**src/rtl/rede_neuron_core.sv**
```systemverilog
// Single-neuron fixed-point inference core: requests four samples per frame, accumulates
// weighted products, then scales, saturates, optionally rectifies and publishes one word.
module rede_neuron_core #(
    parameter logic signed [30:0] W0   = 31'sd1024,
    parameter logic signed [30:0] W1   = -31'sd512,
    parameter logic signed [30:0] W2   = 31'sd2048,
    parameter logic signed [30:0] W3   = 31'sd256,
    parameter logic signed [30:0] B    = 31'sd0,
    parameter int                 FRAC = 10,
    parameter bit                 RELU = 1'b1
) (
    input  logic               clk,
    input  logic               rst,
    input  logic signed [30:0] io_in,
    output logic signed [30:0] io_out,
    output logic [3:0]         req_in,
    output logic [3:0]         out_en,
    output logic [1:0]         dbg_state_o
);

    // Handshake: req_in is 4'd1 for one cycle; the producer drives io_in during the
    // following cycle and the core samples it on the edge ending that cycle. out_en is
    // 4'd1 for one cycle when io_out carries a fresh result; io_out then holds.
    typedef enum logic [1:0] {
        ST_REQ = 2'd0,
        ST_CAP = 2'd1,
        ST_ACT = 2'd2,
        ST_OUT = 2'd3
    } state_t;

    localparam logic signed [63:0] SAT_MAX = 64'sd1073741823;
    localparam logic signed [63:0] SAT_MIN = -64'sd1073741824;

    state_t             state_q;
    logic [1:0]         k_q;
    logic               cap_q;
    logic signed [63:0] acc_q;
    logic signed [30:0] io_out_q;
    logic [3:0]         req_q;
    logic [3:0]         out_en_q;

    logic signed [30:0] weight_sel;
    logic signed [61:0] w_ext;
    logic signed [61:0] x_ext;
    logic signed [61:0] prod;
    logic signed [63:0] acc_next;
    logic signed [63:0] shifted;
    logic signed [63:0] biased;
    logic signed [30:0] y_sat;
    logic signed [30:0] y_act;

    always_comb begin
        weight_sel = W0;
        case (k_q)
            2'd0:    weight_sel = W0;
            2'd1:    weight_sel = W1;
            2'd2:    weight_sel = W2;
            default: weight_sel = W3;
        endcase
    end

    // Both operands are sign-extended to the full product width, so the truncated
    // 62-bit multiply is the exact signed product.
    assign w_ext    = {{31{weight_sel[30]}}, weight_sel};
    assign x_ext    = {{31{io_in[30]}}, io_in};
    assign prod     = w_ext * x_ext;
    assign acc_next = acc_q + {{2{prod[61]}}, prod};

    assign shifted  = acc_q >>> FRAC;
    assign biased   = shifted + {{33{B[30]}}, B};

    always_comb begin
        y_sat = biased[30:0];
        if (biased > SAT_MAX) begin
            y_sat = SAT_MAX[30:0];
        end else if (biased < SAT_MIN) begin
            y_sat = SAT_MIN[30:0];
        end
        y_act = y_sat;
        if (RELU && y_sat[30]) begin
            y_act = '0;
        end
    end

    // state_q names the phase whose registered outputs launch on the next edge; the
    // sample requested in a CAP phase is folded in one edge later, tracked by cap_q.
    always_ff @(posedge clk or negedge rst) begin
        if (!rst) begin
            state_q  <= ST_REQ;
            k_q      <= 2'd0;
            cap_q    <= 1'b0;
            acc_q    <= '0;
            io_out_q <= '0;
            req_q    <= 4'd0;
            out_en_q <= 4'd0;
        end else begin
            req_q    <= 4'd0;
            out_en_q <= 4'd0;
            if (cap_q) begin
                acc_q <= acc_next;
                k_q   <= k_q + 2'd1;
                cap_q <= 1'b0;
            end
            case (state_q)
                ST_REQ: begin
                    req_q   <= 4'd1;
                    state_q <= ST_CAP;
                end
                ST_CAP: begin
                    cap_q   <= 1'b1;
                    state_q <= (k_q == 2'd3) ? ST_ACT : ST_REQ;
                end
                ST_ACT: begin
                    state_q <= ST_OUT;
                end
                default: begin
                    io_out_q <= y_act;
                    out_en_q <= 4'd1;
                    acc_q    <= '0;
                    k_q      <= 2'd0;
                    state_q  <= ST_REQ;
                end
            endcase
        end
    end

    assign io_out      = io_out_q;
    assign req_in      = req_q;
    assign out_en      = out_en_q;
    assign dbg_state_o = state_q;

endmodule

```
**config.mk**
```make
export PLATFORM = sky130hd
export DESIGN_NAME = rede_neuron_core
export DESIGN_NICKNAME = d
export VERILOG_FILES = /design/src/rtl/rede_neuron_core.sv
export SDC_FILE = /design/constraint.sdc
export NUM_CORES = 1
export LEC_CHECK = 0
export CORE_ASPECT_RATIO = 1.75
export CORE_MARGIN = 8
export CORE_UTILIZATION = 45
export DETAILED_ROUTE_END_ITERATION = 10
export GPL_TIMING_DRIVEN = 0
export SLEW_MARGIN = 15
export SYNTH_ARGS = -nofsm -noshare
export SYNTH_HDL_FRONTEND = slang
export SYNTH_SLANG_ARGS = --single-unit
```
**constraint.sdc**
```tcl
create_clock -name clk -period 12.3 [get_ports clk]
set_input_delay 1.23 -clock clk [delete_from_list [all_inputs] [get_ports clk]]
set_output_delay 1.23 -clock clk [all_outputs]
set_load 0.1 [all_outputs]
```
; Word-level counts from Yosys, hierarchy flattened
; Index checks and enable logic that the tools add are counted.
[word_totals]
elab_cells = 34
inputBits = 33
out_inout_bits = 41
mem_count = 0
latchBits = 0
rom_bits = 0
regBits = 108
mem_bits_rw = 0
[classes]
muxes = 13
n_reduce_logical = 3
shifts = 0
bitwise = 0
mul = 1
n_lt_le_gt_ge = 2
n_addsub = 2
n_eq_ne = 6
div = 0
[op_table]
columns = operator, count
row1 = $mux 64, 2
row2 = $pmux 31 s3, 1
row3 = $add 64x64->64, 1
row4 = $mul 31x31->62, 1
row5 = $mux 31, 2
row6 = $gt 54x31->1 const B, 1
row7 = $lt 54x31->1 const B, 1
row8 = $mux 30, 1
row9 = $eq 2x2->1 const B, 3
row10 = $mux 2, 3
row11 = $pmux 2 s3, 1
row12 = $eq 2x1->1 const B, 2
row13 = $logic_not 2->1, 2
row14 = $mux 1, 3
row15 = $reduce_or 3->1, 1
row16 = $add 2x1->2 const B, 1
row17 = $ne 2x1->1 const B, 1

; Logic depth before layout (Yosys ltp)
; Gate-level depths: netlist of the first run.
[depth]
word_depth = 6
depth_mapped = 45

; Worst setup path before layout of the first run
; OpenSTA, ideal clock, no wires.
[synth_path]
path_type = input -> register
from = in io_in[5]
to = reg acc_q[62]
arrival_ns = 10.427
setup_slack_ns = 1.791
stages = 33
cell_sequence = nand2_1 > inv_1 > fa_1 > inv_1 > fa_1 > fa_1 > fa_1 > inv_1 > fa_1 > fa_1 > fa_1 > inv_1 > fa_1 > inv_1 > ha_1 > a21o_1 > a21o_1 > a21oi_1 > nand2_1 > nor2_1 > a211oi_1 > o21ai_1 > nor2_1 > a2111oi_0 > xnor2_1 > ha_1 > nand2_1 > o31ai_1 > a211o_2 > a41oi_4 > o31a_1 > or3_1 > a31oi_1
[synth_between]
elab_chain_cells = 4
[synth_lines]
columns = element, line
row1 = from (decl), 14  ; input logic signed [30:0] io_in,
row2 = $mul 31x31->62, 66  ; assign prod = w_ext * x_ext;
row3 = $add 64x64->64, 67  ; assign acc_next = acc_q + {{2{prod[61]}}, prod};
row4 = $mux 64, 99  ; if (cap_q) begin
row5 = $mux 64, 104  ; case (state_q)
row6 = to (signal assigned), 100  ; acc_q <= acc_next;
row7 = to (decl), 37  ; logic signed [63:0] acc_q;
; No other way between the ends. The select of a mux whose other input is x is not followed.
; A chain may end at the register's enable or synchronous reset.

; Final worst setup path of the first run
[layout_path]
from = in io_in[1]
to = reg acc_q[63]
; Same word-level chain as after synthesis.

==> results.cfg, run 1 <==
[cts]
clock_sinks = 93
clk_latency_ps = 360
ctsHoldBuffers = 0
clkSlewWorstSetupHoldPaths_ps = 80
cts_buffers = 9
cts.htree.levels = 3
cts_tree = done
clock-root-buffer = clkbuf_16
clock_path_buffers = 2

[setup_path]
path_max_fanout = 10
worstPathArrival_ps = 12090
worstSetupEndpointType = register
slowest_delay_ps = 710
path_common_cell = fa_1
slowest_stage = fa_2
required_ps = 12540
critPathKind = in -> reg
crit_path_start_kind = primary input

[logic_synthesis]
synth-seq-area-share = 0.125
ys.flop_type = dfrtp_1
synth-warning-count = 0
synth_edf_count = 0
ys_seq_elements = 93
synthArstFlopShare = 1.00
synthesis.instances = 2078
avgSynthCellArea_um2 = 8.98
synth.cell_area_um2 = 18700
synthDistinctLibCells = 79
yosys.area.top_type_share = 0.325
ys_top_cells_by_area = fa_1 33%, ha_1 13%, dfrtp_1 12%
yosys.area.top_type = fa_1

[layout]
final_cell_mix = 441 x inv_1, 301 x fa_1, 196 x ha_1
drive_above_1_share = 0.0414
fin_nets = 2703
layout_commonest_cell = inv_1
syn2layout_area_growth_pct = 9.82
n_fill_cell = 4012
diodes = 0

[sta]
max-slew-margin-rel = 0.302
finalHoldViolations = 0
fin_crit_ps = 11850
setup_violations = 0
slew_viol_final = 0
tightestPinTransition_ps = 1040
timing.setup.tns_ps = 0
final.setup_skew_ps = 14.0
grt_setup_unrepaired = false
fin_ws_ps = 447
fmax_ghz = 0.0844
period_share = 0.964

[global_routing]
grt_antenna_before_repair = 0
first_global_vias = 15560
grt_start_max_net_pins = 78
grt_pass1_wl_mm = 80.2
grt_overflow = 0
track_usage = 0.206

[die]
start_util = 0.456
die_h_um = 285
die_area_um2 = 48500
io_pins = 74
chipWidth_um = 170
rows = 98
coreArea_um2 = 41000

[min_path]
hp-class = reg -> reg

[routing]
drt_iter0_drc = 443
wl_per_cell_um = 17.2
vias_per_cell = 5.13
drtAntennaViolNets = 0
drtPass1Iterations = 5
num_vias = 13991
routed_wl_mm = 46.8
remaining_drc_errors = 0

[run]
max-cap-violations = 0

[placed_design]
port_buffers = 66
place_ws_ps = -642
hpwl_mm = 40.9
routabilityCongestion = 0.911

[power_and_ir_drop]
p_per_area_nw_per_um2 = 140
vdd_drop_max_mv = 0.307
power.leakage_nw = 10.5

[status]
outcome = complete, no violations
state kept, by name, summed over array words and instances (netlist names):
signal / flops
acc_q: 56
io_out: 30
dbg_state_o: 2
k_q: 2
cap_q: 1
out_en: 1
req_in: 1
power breakdown:
group,switching [W],internal [W],total [W]
sequential,0.000135,0.000435,0.000570
clock,0.000143,0.000165,0.000309
combinational,0.00131,0.000688,0.00200
worst max-delay path, delay by kind of cell:
family          cells  cell delay, ps
fa+ha+maj          10            5030
compound gates      8            2480
buf+inv             7            1780
simple gates        8            1420
xor+xnor            1             140
repair_timing:
item	in CTS	in global routing
resized for setup	4	3
setup endpoints to repair	9	5
pin swaps	0	1
hold endpoints to repair	0	0
buffers inserted	0	8
worst paths after layout:
path | startpoint | to | slack (ps) | depth (start not counted)
max | io_in[1] | acc_q[63] | 450 | 34
min | io_out[6] | io_out[6] | 520 | 2
max reg2reg | k_q[1] | acc_q[63] | 500 | 35
min reg2reg | io_out[6] | io_out[6] | 520 | 2
max in group asynchronous | rst | acc_q[9] | 10940 | 2
min in group asynchronous | rst | acc_q[53] | 700 | 1
cell usage after synthesis (7+ instances only):
cell type and instances:
nor2b_1 10, nand2_1 131, o21ai_1 15, and3_1 11, a21o_1 42, xnor2_1 55
buf_4 10, nand4_1 21, a21oi_1 142, mux2i_1 36, o31ai_1 8, nand3b_1 10
ha_1 196, nand3_1 21, xor2_1 29, nor2_1 160, nand2b_1 12, fa_1 303
clkbuf_1 48, nor4_1 7, inv_1 444, nor3_1 7, a211oi_1 12, o21ai_0 53
dfrtp_1 93, o21a_1 11, a31oi_1 9, and2_1 69, o21bai_1 14
area by class of cell:
class                           instances  area (um2)  share of cell area
Clock buffer                            9         225              0.0110
Tap cell                              550         688              0.0336
Multi-Input combinational cell       1474       14300               0.698
Buffer                                 73         398              0.0194
Clock inverter                          7        97.6             0.00476
Sequential cell                        93        2330               0.114
Inverter                              444        1670              0.0817
Timing Repair Buffer                   76         782              0.0382
metal layers:
layer / vias to the layer above / global-route usage / wire length, um
met3: 108 / 0.0174 / 1160
met1: 6841 / 0.235 / 18500
met4: 0 / 0.0997 / 2440
met2: 246 / 0.378 / 24800
met5: - / 0 / 0
li1: 6796 / - / -
kinds of logic (layout without fill, tap and decap cells):
| kind of cell | count (synthesis) | after routing | synth area share |
|---|---|---|---|
| XOR/XNOR | 84 | 84 | 0.0394 |
| multiplexers | 36 | 36 | 0.0193 |
| adder cells (fa/ha/maj) | 499 | 499 | 0.456 |
| flip-flops | 93 | 93 | 0.125 |
| buffers and inverters | 517 | 609 | 0.110 |
| AO/OA/AOI/OAI | 366 | 366 | 0.127 |
| AND/OR/NAND/NOR | 482 | 482 | 0.123 |
| other | 1 | 7 | 0.000201 |
per-stage QoR:
| stage | util | cell area [um2] | std cells | total power [W] | hold WS [ps] |
|---|---|---|---|---|---|
| final | 0.500 | 20500 | 2726 | 0.00288 | 518 |
| after detailed placement | 0.490 | 20100 | 2702 | 0.00255 | 509 |
| after global placement | 0.489 | 20000 | 2700 | 0.00255 | 503 |
| after global routing | 0.500 | 20500 | 2726 | 0.00310 | 551 |
| after CTS | 0.498 | 20400 | 2718 | 0.00288 | 526 |
| after floorplan | - | 18700 | 2084 | 0.00206 | 485 |
No activity file was read; power rests on OpenSTA's default activity.
==> inputs of run 2 (changes only) <==
--- a/config.mk
+++ b/config.mk
@@ -8,6 +8,7 @@
 export CORE_ASPECT_RATIO = 1.75
 export CORE_MARGIN = 8
 export CORE_UTILIZATION = 45
+export CTS_BUF_LIST = sky130_fd_sc_hd__clkbuf_4 sky130_fd_sc_hd__clkbuf_8
 export DETAILED_ROUTE_END_ITERATION = 10
 export GPL_TIMING_DRIVEN = 0
 export SLEW_MARGIN = 15
==> results.cfg, run 2 (synthesis gave the netlist of run 1 again) <==
[status]
outcome = complete, no violations

[routing]
routed_wl_mm = 46.8
vias_per_cell = 5.12
drtAntennaViolNets = 0
wl_per_cell_um = 17.2
drt_iter0_drc = 469
drtPass1Iterations = 5
num_vias = 13970
remaining_drc_errors = 0

[placed_design]
hpwl_mm = 40.9
place_ws_ps = -642
placed_area_um2 = 20100
routabilityCongestion = 0.911
port_buffers = 66

[sta]
max-slew-margin-rel = 0.304
fin_crit_ps = 11670
final.setup_skew_ps = 23.2
slew_viol_final = 0
grt_setup_unrepaired = false
finalHoldViolations = 0
tightestPinTransition_ps = 1040
period_share = 0.948
fin_ws_ps = 635
timing.setup.tns_ps = 0
fmax_ghz = 0.0857
setup_violations = 0

[global_routing]
grt-busiest-layer = met2
track_usage = 0.206
met2_usage = 0.377
grt_pass1_wl_mm = 80.2
grt_start_max_net_pins = 78
grt_use_met1 = 0.235
first_global_vias = 15571
grt_antenna_before_repair = 1
met3_usage = 0.0187
grt_overflow = 0

[cts]
cts.htree.levels = 3
clock_sinks = 93
clkSlewWorstSetupHoldPaths_ps = 120
clock_path_buffers = 2
clk_latency_ps = 410
ctsHoldBuffers = 0
cts_buffers = 9
clock-root-buffer = clkbuf_8
cts_tree = done

[die]
chipWidth_um = 170
coreArea_um2 = 41000
start_util = 0.456
die_h_um = 285
die_area_um2 = 48500
io_pins = 74
rows = 98

[layout]
fin_nets = 2702
layout_commonest_cell = inv_1
n_fill_cell = 4029
final_cell_mix = 441 x inv_1, 301 x fa_1, 196 x ha_1
syn2layout_area_growth_pct = 9.19
largest_register = acc_q
finish.instance_area_um2 = 20400
seq_area_um2 = 2330
drive_above_1_share = 0.0414
largest_register_ff_count = 56
final_util = 0.498
multiInputGateArea_um2 = 14300

[power_and_ir_drop]
combPwrFrac = 0.712
vdd_drop_max_mv = 0.306
p_seq_frac = 0.203
power.switching_w = 0.00159
power.leakage_nw = 10.4
pwr-share-clk = 0.085
p_int_w = 0.00122
p_per_area_nw_per_um2 = 138
swShare = 0.564
power_w = 0.00281

[setup_path]
slowest_stage = fa_2
worstPathArrival_ps = 11950
path_common_cell = fa_1
required_ps = 12590
worstSetupEndpointType = register
slowest_delay_ps = 710
path_max_fanout = 10
crit_path_start_kind = register
critPathKind = reg -> reg

[run]
max-cap-violations = 0

[min_path]
hp-class = reg -> reg
[run 2: cell types whose count changed in the layout (fill, tap and decap cells not counted), sizes merged]
cell	change
buf	-1
diode	+1
[run 2: per-layer routing]
| layer | vias up | wire length [um] |
|---|---|---|
| li1 | 6789 | - |
| met1 | 6846 | 18500 |
| met2 | 230 | 24700 |
| met3 | 105 | 1160 |
| met4 | 0 | 2480 |
| met5 | - | 0 |
[run 2: per-stage QoR]
stage | hold WS (ps) | std cells
after floorplan | 485 | 2084
after global placement | 503 | 2700
after detailed placement | 509 | 2702
after CTS | 533 | 2718
after global routing | 558 | 2726
final | 527 | 2726
[run 2: area by class of cell]
| cell class | count | share of cell area |
|---|---|---|
| multi-input combinational | 1474 | 0.702 |
| sequential | 93 | 0.114 |
| inverter | 444 | 0.0822 |
| timing repair buffer | 75 | 0.0374 |
| tap | 550 | 0.0338 |
| buffer | 73 | 0.0195 |
| clock buffer | 9 | 0.00608 |
| clock inverter | 7 | 0.00479 |
| antenna | 1 | 0.000123 |
[run 2: critical path: cells and delay by family (launching register included)]
kind / cells / cell delay, ps
buffers and inverters: 7 / 1600
flip-flops: 1 / 440
adder cells (fa/ha/maj): 11 / 5380
XOR/XNOR: 1 / 140
AND/OR/NAND/NOR: 8 / 1530
AO/OA/AOI/OAI: 8 / 2440
[run 2: power groups by stage]
stage	Sequential, W	Clock, W	Combinational (W)
CTS	0.000567	0.000249	0.00200
finish	0.000570	0.000238	0.00200
global route	0.000588	0.000257	0.00218
global placement	0.000573	0	0.00197
floorplan	0.000877	0	0.00118
detailed placement	0.000571	0	0.00198
[run 2: worst paths after layout]
kind,startpoint,end,slack (ps),depth (start not counted)
hold / removal,io_out[6],io_out[6],530,2
setup / recovery,k_q[1],acc_q[63],630,35
min in group asynchronous,rst,acc_q[53],640,1
setup reg to reg,k_q[1],acc_q[63],630,35
hold reg to reg,io_out[6],io_out[6],530,2
max in group asynchronous,rst,acc_q[9],10980,2
[run 2: timing repair]
item / in CTS / in global routing
gates cloned: 0 / 0
buffers inserted: 0 / 7
endpoints found under the setup margin: 9 / 6
gates resized for setup: 4 / 4
pin swaps: 0 / 1
